==> config.mk <==
export PLATFORM = sky130hd
export DESIGN_NAME = calc_seq_ctrl
export DESIGN_NICKNAME = d
export VERILOG_FILES = /design/src/rtl/calc_seq_ctrl.sv
export SDC_FILE = /design/constraint.sdc
export NUM_CORES = 1
export LEC_CHECK = 0
export CAP_MARGIN = 20
export CORE_MARGIN = 1.5
export CORE_UTILIZATION = 53
export CTS_BUF_LIST = sky130_fd_sc_hd__clkbuf_4
export DETAILED_ROUTE_END_ITERATION = 7
export PLACE_DENSITY = 0.84
export SLEW_MARGIN = 5
export SYNTH_ARGS = -nofsm -noshare
export SYNTH_HDL_FRONTEND = slang
export SYNTH_SLANG_ARGS = --single-unit
==> constraint.sdc <==
create_clock -name clk -period 3 [get_ports clk]
set_input_delay 0.45 -clock clk [delete_from_list [all_inputs] [get_ports clk]]
set_output_delay 0.45 -clock clk [all_outputs]
set_load 0.01 [all_outputs]
==> src/rtl/calc_seq_ctrl.sv <==
// Calculator sequencing controller: operand entry, operator latch, ALU handshake,
// result chaining, timeout and sticky error handling. All outputs are registered.
module calc_seq_ctrl #(
  parameter int unsigned MAX_DIGITS = 4,
  parameter int unsigned OP_W       = 3,
  parameter int unsigned TIMEOUT    = 255
) (
  input  logic                            clk,
  input  logic                            rst_n,
  input  logic                            esc,
  input  logic                            digit_valid,
  input  logic                            bksp,
  input  logic                            op_valid,
  input  logic [OP_W-1:0]                 op_code,
  input  logic                            enter,
  input  logic                            alu_done,
  input  logic                            alu_err,
  output logic [2:0]                      current_state,
  output logic [OP_W-1:0]                 calcul,
  output logic [$clog2(MAX_DIGITS+1)-1:0] digit_cnt,
  output logic                            load_a,
  output logic                            load_b,
  output logic                            del_digit,
  output logic                            chain,
  output logic                            alu_start,
  output logic                            err
);

  localparam int unsigned CW = $clog2(MAX_DIGITS + 1);
  localparam int unsigned TW = (TIMEOUT > 1) ? $clog2(TIMEOUT) : 1;

  typedef enum logic [2:0] {
    S_FIRST  = 3'd0,
    S_OP     = 3'd1,
    S_SECOND = 3'd2,
    S_EXEC   = 3'd3,
    S_WAIT   = 3'd4,
    S_RESULT = 3'd5,
    S_ERROR  = 3'd6
  } state_t;

  state_t          state_q, state_d;
  logic [OP_W-1:0] calcul_d;
  logic [CW-1:0]   cnt_d;
  logic [TW-1:0]   timer_q, timer_d;
  logic            load_a_d, load_b_d, del_d, chain_d, start_d, err_d;
  logic            cnt_full, cnt_empty;

  assign cnt_full      = (digit_cnt == CW'(MAX_DIGITS));
  assign cnt_empty     = (digit_cnt == '0);
  assign current_state = state_q;

  // Only the highest-priority key pulse is examined; if the state ignores it,
  // the lower-priority pulses in that cycle are dropped as well.
  always_comb begin
    state_d  = state_q;
    calcul_d = calcul;
    cnt_d    = digit_cnt;
    timer_d  = timer_q;
    load_a_d = 1'b0;
    load_b_d = 1'b0;
    del_d    = 1'b0;
    chain_d  = 1'b0;
    if (esc) begin
      state_d  = S_FIRST;
      cnt_d    = '0;
      calcul_d = '0;
    end else begin
      case (state_q)
        S_FIRST, S_SECOND: begin
          if (enter) begin
            if (state_q == S_SECOND && !cnt_empty) state_d = S_EXEC;
          end else if (op_valid) begin
            calcul_d = op_code;
            if (state_q == S_FIRST) state_d = S_OP;
          end else if (bksp) begin
            if (!cnt_empty) begin
              del_d = 1'b1;
              cnt_d = digit_cnt - CW'(1);
            end
          end else if (digit_valid && !cnt_full) begin
            load_a_d = (state_q == S_FIRST);
            load_b_d = (state_q == S_SECOND);
            cnt_d    = digit_cnt + CW'(1);
          end
        end
        S_OP: begin
          cnt_d   = '0;
          state_d = S_SECOND;
        end
        S_EXEC: begin
          timer_d = '0;
          state_d = S_WAIT;
        end
        S_WAIT: begin
          if (alu_done) state_d = alu_err ? S_ERROR : S_RESULT;
          else if (timer_q == TW'(TIMEOUT - 1)) state_d = S_ERROR;
          else timer_d = timer_q + TW'(1);
        end
        S_RESULT: begin
          if (enter) begin
            state_d = S_RESULT;
          end else if (op_valid) begin
            chain_d  = 1'b1;
            calcul_d = op_code;
            state_d  = S_OP;
          end else if (bksp) begin
            state_d = S_RESULT;
          end else if (digit_valid) begin
            load_a_d = 1'b1;
            cnt_d    = CW'(1);
            state_d  = S_FIRST;
          end
        end
        S_ERROR: state_d = S_ERROR;
        default: begin
          state_d = S_FIRST;
          cnt_d   = '0;
        end
      endcase
    end
    start_d = (state_d == S_EXEC);
    err_d   = (state_d == S_ERROR);
  end

  always_ff @(posedge clk or negedge rst_n) begin
    if (!rst_n) begin
      state_q   <= S_FIRST;
      calcul    <= '0;
      digit_cnt <= '0;
      timer_q   <= '0;
      load_a    <= 1'b0;
      load_b    <= 1'b0;
      del_digit <= 1'b0;
      chain     <= 1'b0;
      alu_start <= 1'b0;
      err       <= 1'b0;
    end else begin
      state_q   <= state_d;
      calcul    <= calcul_d;
      digit_cnt <= cnt_d;
      timer_q   <= timer_d;
      load_a    <= load_a_d;
      load_b    <= load_b_d;
      del_digit <= del_d;
      chain     <= chain_d;
      alu_start <= start_d;
      err       <= err_d;
    end
  end

endmodule
==> Word-level counts from Yosys, hierarchy flattened <==
Cells that the tools add are included.
{ "totals": {"regBits": 23, "inputBits": 12} }
{ "op_classes": {"n_reduce_logical": 15, "n_addsub": 3, "n_eq_ne": 22, "n_mux": 57, "n_bitwise": 1} }
{ "ops": {"columns": ["operator", "count"], "rows": [
  ["$mux 3", 25],
  ["$mux 1", 25],
  ["$ne 3x3->1 const B", 6],
  ["$pmux 3 s6", 1],
  ["$mux 8", 2],
  ["$pmux 8 s2", 1],
  ["$eq 3x3->1 const B", 5],
  ["$eq 3x2->1 const B", 3],
  ["$pmux 3 s3", 1],
  ["$reduce_and 9->1", 1],
  ["$add 8x1->8 const B", 1],
  ["$eq 8x8->1 const B", 1],
  ["$ne 4x4->1 const B", 2],
  ["$logic_not 3->1", 2],
  ["$ne 2x2->1 const B", 3],
  ["$reduce_bool 2->1", 3],
  ["$reduce_or 3->1", 2],
  ["$reduce_and 4->1", 1],
  ["$add 3x1->3 const B", 1],
  ["$eq 3x1->1 const B", 1],
  ["$reduce_and 3->1", 1],
  ["$sub 3x1->3 const B", 1],
  ["$logic_and 1x1->1", 2],
  ["$logic_not 1->1", 2],
  ["other kinds (5)", 5]
]} }

==> Longest topological paths before layout <==
Gate-level depths: netlist (run 1).
{ "logic_depth": {"ltp_word": 9, "mapped_depth": 7} }

==> Worst setup path after synthesis (run 1) <==
Ideal clock, no wire load.
{ "synth_timing": {"kind": "input-to-reg", "startpoint": "input enter", "endpoint": "register digit_cnt[1]", "t_required_ns": 2.878, "setup_slack_ns": 1.183, "stages": 5, "setup_time_ns": 0.122, "arrival_ns": 1.696, "cell_sequence": "buf_6 -> or4b_4 -> a221oi_4 -> o21ai_2 -> a32o_1"} }
{ "synth_via": {"elab_chain_len": 2} }
{ "synth_rtl": {"columns": ["item", "line", "source"], "rows": [
  ["from (decl)", "15", "input logic enter,"],
  ["$ne 3x3->1 (no line)", null, null],
  ["$reduce_and 9->1 (no line) (*)", null, null],
  ["to (signal assigned)", "141", "digit_cnt <= cnt_d;"],
  ["to (decl)", "20", "output logic [$clog2(MAX_DIGITS+1)-1:0] digit_cnt,"]
]} }
Every way passes the cells marked *; elsewhere a longest branch is shown, timed or not.
A chain may end at the register's enable or synchronous reset.

==> Worst setup path in the final report (run 1) <==
{ "layout_timing": {"startpoint": "register state_q[0], in the netlist current_state[0]", "endpoint": "output current_state[0]"} }
{ "layout_rtl": {"columns": ["item", "line", "source"], "rows": [
  ["from (decl)", "42", "state_t state_q, state_d;"],
  ["from (signal assigned)", "139", "state_q <= state_d;"],
  ["to (decl)", "18", "output logic [2:0] current_state,"]
]} }
No word-level cell between the ends.

==> flow_summary.json, run 1 <==
{
  "outcome": "complete, no violations",
  "drt-initial-drc-count": 29,
  "leakage_nw": 0.7144,
  "start_kind": "register",
  "initial_utilization": 0.5714,
  "antenna_cells": 0,
  "drtPass1Iterations": 4,
  "routed_wl_um": 3107,
  "drive_gt1_frac": 0.08671,
  "end_kind": "primary output",
  "cp_max_fo": 20,
  "route.detailed.drc": 0,
  "place.port_buffers": 26,
  "synthCells": 151,
  "crit_arrival_ns": 1.69,
  "finalMaxSlewViolations": 0,
  "numCtsBuffers": 3,
  "cp_top_family": "flip-flops",
  "worst_slew_pin_slew_ns": 0.8610,
  "tns_ns": 0,
  "criticalPathCategory": "register to primary output",
  "synth.avg_cell_area_um2": 9.546,
  "fp.dieArea_um2": 3042,
  "cap_viol_max_count": 0,
  "hpwl_um": 2254,
  "peakVddDrop_mv": 0.2699,
  "synth_nets": 166,
  "placed_area_um2": 1695,
  "cts_tree": "done",
  "fin_crit_ns": 2.140,
  "synth_area_um2": 1441,
  "yosysWarnings": 0,
  "synth_cell_types": 49,
  "cts_root_buffer": "clkbuf_4",
  "cell_internal_pwr_mw": 0.4497,
  "clockBufferDepth": 2,
  "num_vias": 1274,
  "cp_cell_sequence": "clkdlybuf4s50_1",
  "power_frac_seq": 0.549,
  "synthArstFlopShare": 1.000,
  "ioPinCount": 27,
  "dp_cells": 199,
  "post_drt_wl_per_cell_um": 15.31,
  "min_path_type": "input pin to asynchronous set/reset pin",
  "fin_crit_sh": 0.7133,
  "critical_path_buf_inv_count": 1,
  "grtUsageTotal": 0.2252,
  "post_cts_buffers": 0,
  "ant_nets": 0,
  "rows": 18,
  "insertion_delay_ns": 0.31,
  "synth_edf_count": 0,
  "stdcell_count": 203,
  "yosys_most_used_dff": "dfrtp_1",
  "maxSlewHeadroom": 0.4235,
  "finalWeightedCongestion": 0.8957,
  "cts.sinks": 23,
  "die_h_um": 55.15,
  "setup_ws_ns": 0.8600,
  "switching_power_mw": 0.1926,
  "cts_hold_buf": 0,
  "ys_ff_latch": 23,
  "cpMaxStageDelayCell": "dfrtp_1",
  "switching_share": 0.2998,
  "finalSetupViolations": 0,
  "critical-path-max-stage-delay_ns": 0.73,
  "p_clk_frac": 0.225,
  "die_x_um": 55.15,
  "antenna_found_initial": 0,
  "area_growth_syn_to_layout_pct": 19.53,
  "core_um2": 2522,
  "final_nets": 189,
  "rsz0062_at_grt": "no",
  "grt_pass1_wl_um": 4919,
  "cts.clk_slew.worst_paths_ns": 0.13,
  "grt_max_degree": 24,
  "via_per_inst": 6.276,
  "fmax_ghz": 0.4673,
  "p_per_area_nw_per_um2": 372.8,
  "p_comb_frac": 0.225,
  "cp_data_required_time_ns": 2.55,
  "nFillCells": 199,
  "cts-htree-levels": 1,
  "hold_slack_ns": 0.4699,
  "grt_overflow": 0,
  "post-place-ws_ns": 0.6277,
  "stdcell_area_um2": 1723,
  "cts_resized": 0,
  "seq_area_frac_synth": 0.3993,
  "fin_skew_ns": 0.001536,
  "finalHoldViolations": 0,
  "grt_pass1_vias": 1090
}
## routing by layer
layer	part of all wire	track usage
met1	0.44	0.3015
met2	0.49	0.3790
met3	0.058	0.02957
met4	0.0087	0.06504
met5	0	0
## power by group through the flow
stage	clock (mW)	sequential, mW	combinational [mW]
floorplan	0	0.352	0.0854
global placement	0	0.356	0.139
detailed placement	0	0.358	0.143
CTS	0.151	0.351	0.144
global route	0.160	0.356	0.160
finish	0.145	0.353	0.145
## cell usage in the layout, fill, tap and decap left out, types with 5 or more instances in the layout
| cell | instances |
|---|---|
| clkdlybuf4s50_1 | 26 |
| nor4_1 | 5 |
| dfrtp_1 | 23 |
| nand2b_1 | 6 |
| nand2_1 | 5 |
| a21oi_1 | 7 |
| nor3b_1 | 5 |
| nor2_1 | 15 |
## flip-flops by register name, indices dropped and copies added (netlist names)
name and count:
del_digit 1, timer_q 8, load_a 1, calcul 3
digit_cnt 3, load_b 1, chain 1, err 1
alu_start 1, current_state 3
## worst paths after layout
| check | slack, ns | to | depth (start not counted) | start |
|---|---|---|---|---|
| max in group asynchronous | 2.30 | timer_q[2] | 2 | rst_n |
| hold reg to reg | 0.54 | calcul[0] | 2 | calcul[0] |
| hold / removal | 0.47 | del_digit | 2 | rst_n |
| min in group clk | 0.54 | calcul[0] | 2 | calcul[0] |
| setup reg to reg | 0.89 | timer_q[7] | 4 | current_state[0] |
| setup / recovery | 0.86 | current_state[0] | 1 | current_state[0] |
## cell families after synthesis
group                      after synthesis  synth area share
AOI/OAI and AO/OA                       35            0.1823
xor gates and xnor gates                 1          0.006077
adders and majority gates                3           0.03125
buffers and inverters                   15           0.05642
DFF                                     23            0.3993
muxes                                    4           0.02778
and+or+nand+nor                         70            0.2969
## stage by stage
| step | power, mW | utilization |
|---|---|---|
| 6_report | 0.6423 | 0.6830 |
| 5_1_grt | 0.6757 | 0.6830 |
| 4_1_cts | 0.6466 | 0.6830 |
| 3_5_place_dp | 0.5010 | 0.6721 |
| 3_3_place_gp | 0.4946 | 0.6721 |
| 2_1_floorplan | 0.4378 | - |
## area by class of cell
cell class	instances	area, µm²	area share
Clock buffer	3	22.52	0.01307
Clock inverter	1	5.005	0.002905
Inverter	4	15.01	0.008715
Multi-Input combinational cell	113	784.5	0.4553
Sequential cell	23	575.6	0.3341
Tap cell	30	37.54	0.02179
Timing Repair Buffer	29	282.8	0.1641
## cell usage after synthesis (5+ instances only)
library cell / instances / area [µm²]
nor2_1: 15 / 56.30
a21oi_1: 7 / 35.03
nand2_1: 5 / 18.77
clkbuf_1: 5 / 18.77
dfrtp_1: 23 / 575.6
nor4_1: 5 / 31.28
nor3b_1: 5 / 37.54
nand2b_1: 6 / 37.54
Power figures use the tool's default switching activity.
==> inputs of run 2 (changes only) <==
CORE_UTILIZATION = 48   (was 53)
PLACE_DENSITY = 0.8   (was 0.84)
clock period = 1.75 ns   (was 3 ns; I/O delays follow)
==> run 2 against run 1 <==
The run now ends with DRC left. Clock-buffer cell count unchanged. Critical path depth up 1. Power up 83%. Global-route usage up 1.1 points. Setup slack got worse by 0.80 ns. Clock power increased by 77%.
==> flow_summary.json, run 2 (synthesis gave the netlist of run 1 again) <==
{
  "cap_viol_max_count": 0,
  "cell_internal_pwr_mw": 0.8218,
  "drt-initial-drc-count": 78,
  "numCtsBuffers": 3,
  "final_nets": 219,
  "area_growth_syn_to_layout_pct": 37.33,
  "finalHoldViolations": 0,
  "p_per_area_nw_per_um2": 595.4,
  "start_kind": "register",
  "outcome": "complete, but fails checks",
  "ioPinCount": 27,
  "hpwl_um": 2801,
  "end_kind": "primary output",
  "route.detailed.drc": 6,
  "peakVddDrop_mv": 0.2779,
  "grt_max_degree": 24,
  "die_x_um": 57.80,
  "fin_skew_ns": 0.003162,
  "power_frac_seq": 0.495,
  "maxSlewHeadroom": 0.7049,
  "total_power_mw": 1.179,
  "final_cell_mix": "30 x buf_4, 26 x clkdlybuf4s50_1, 23 x dfrtp_1",
  "finalMaxSlewViolations": 0,
  "cts_tree": "done",
  "switching_share": 0.3027,
  "criticalPathCategory": "register to primary output",
  "antenna_found_initial": 0,
  "core_um2": 2805,
  "num_vias": 1435,
  "cts-htree-levels": 1,
  "finalWeightedCongestion": 0.8380,
  "fin_crit_sh": 0.9634,
  "drive_gt1_frac": 0.2365,
  "cts.sinks": 23,
  "cp_data_required_time_ns": 1.49,
  "rows": 19,
  "initial_utilization": 0.5138,
  "drtPass1Iterations": 6,
  "largest_register_ffs": 8,
  "grt_pass1_vias": 1306,
  "antenna_cells": 0,
  "ant_nets": 0,
  "die_h_um": 57.80,
  "leakage_nw": 0.8692,
  "place.port_buffers": 26,
  "violations": "DRC",
  "worst_slew_pin_slew_ns": 0.4417,
  "placed_area_um2": 1873,
  "fmax_ghz": 0.5932,
  "grt_pass1_wl_um": 5989,
  "stdcell_area_um2": 1979,
  "cts.clk_slew.worst_paths_ns": 0.13,
  "fp.dieArea_um2": 3341,
  "cts_root_buffer": "clkbuf_4",
  "clockBufferDepth": 2,
  "grt_overflow": 0,
  "finalSetupViolations": 0,
  "min_path_type": "input pin to asynchronous set/reset pin",
  "routed_wl_um": 3902,
  "cp_max_fo": 11,
  "grtUsageTotal": 0.2360,
  "final_common_cell": "buf_4",
  "fin_crit_ns": 1.686,
  "post_drt_wl_per_cell_um": 16.68,
  "crit_arrival_ns": 1.42,
  "p_comb_frac": 0.288,
  "p_clk_frac": 0.217,
  "post-place-ws_ns": -0.2603,
  "setup_ws_ns": 0.06409,
  "insertion_delay_ns": 0.32,
  "switching_power_mw": 0.3568,
  "regMostFlops": "timer_q",
  "via_per_inst": 6.132
}
[run 2: critical path, cell delays in order (launching register included)]
cell	delay, ns
dfrtp_1	0.42
buf_6	0.15
clkdlybuf4s50_1	0.53
[run 2: power groups by stage]
stage | clock network (mW) | registers (mW) | logic [mW]
finish | 0.256 | 0.583 | 0.340
global route | 0.289 | 0.588 | 0.367
CTS | 0.268 | 0.582 | 0.319
detailed placement | 0 | 0.592 | 0.316
global placement | 0 | 0.590 | 0.302
floorplan | 0 | 0.604 | 0.147
[run 2: area by class of cell]
type	instances	area [µm²]
inverters	4	15.01
fillers	222	825.8
flip-flops and latches	23	575.6
repair buffers	59	519.2
clock inverters	1	5.005
well taps	31	38.79
clock buffers	3	22.52
multi-input cells	113	803.3
[run 2: path summary, 6_finish.rpt]
| check | startpoint | endpoint | slack [ns] | cells after the start |
|---|---|---|---|---|
| max | current_state[1] | current_state[1] | 0.06 | 2 |
| min | rst_n | load_b | 0.27 | 2 |
| max reg2reg | current_state[2] | digit_cnt[1] | 0.07 | 5 |
| min reg2reg | calcul[2] | calcul[2] | 0.57 | 2 |
| max in group asynchronous | rst_n | timer_q[4] | 1.25 | 2 |
| min in group clk | op_code[0] | calcul[0] | 0.56 | 3 |
[run 2: through the flow]
stage | setup TNS, ns | std cells | hold slack [ns] | utilization
4_1_cts | 0 | 228 | 0.2751 | 0.6815
2_1_floorplan | 0 | 151 | -0.03309 | -
3_5_place_dp | -1.843 | 223 | 0.5396 | 0.6677
6_report | 0 | 234 | 0.2731 | 0.7056
5_1_grt | -0.006813 | 234 | 0.2771 | 0.7056
3_3_place_gp | -1.363 | 223 | 0.5112 | 0.6677
[run 2: per-layer routing]
metal	vias to the layer above	GRT usage	routed length, µm
met5	-	0	0
met4	0	0.1030	94
met3	11	0.03125	270
met2	68	0.4123	1984
met1	687	0.2906	1552
li1	669	-	-
[run 2: timing repair]
action / in CTS / in global routing
endpoints found under the setup margin: 5 / 8
hold buffers: 0 / 0
hold endpoints to repair: 0 / 0
setup buffers: 1 / 6
gates resized for setup: 1 / 5
pin swaps: 1 / 1
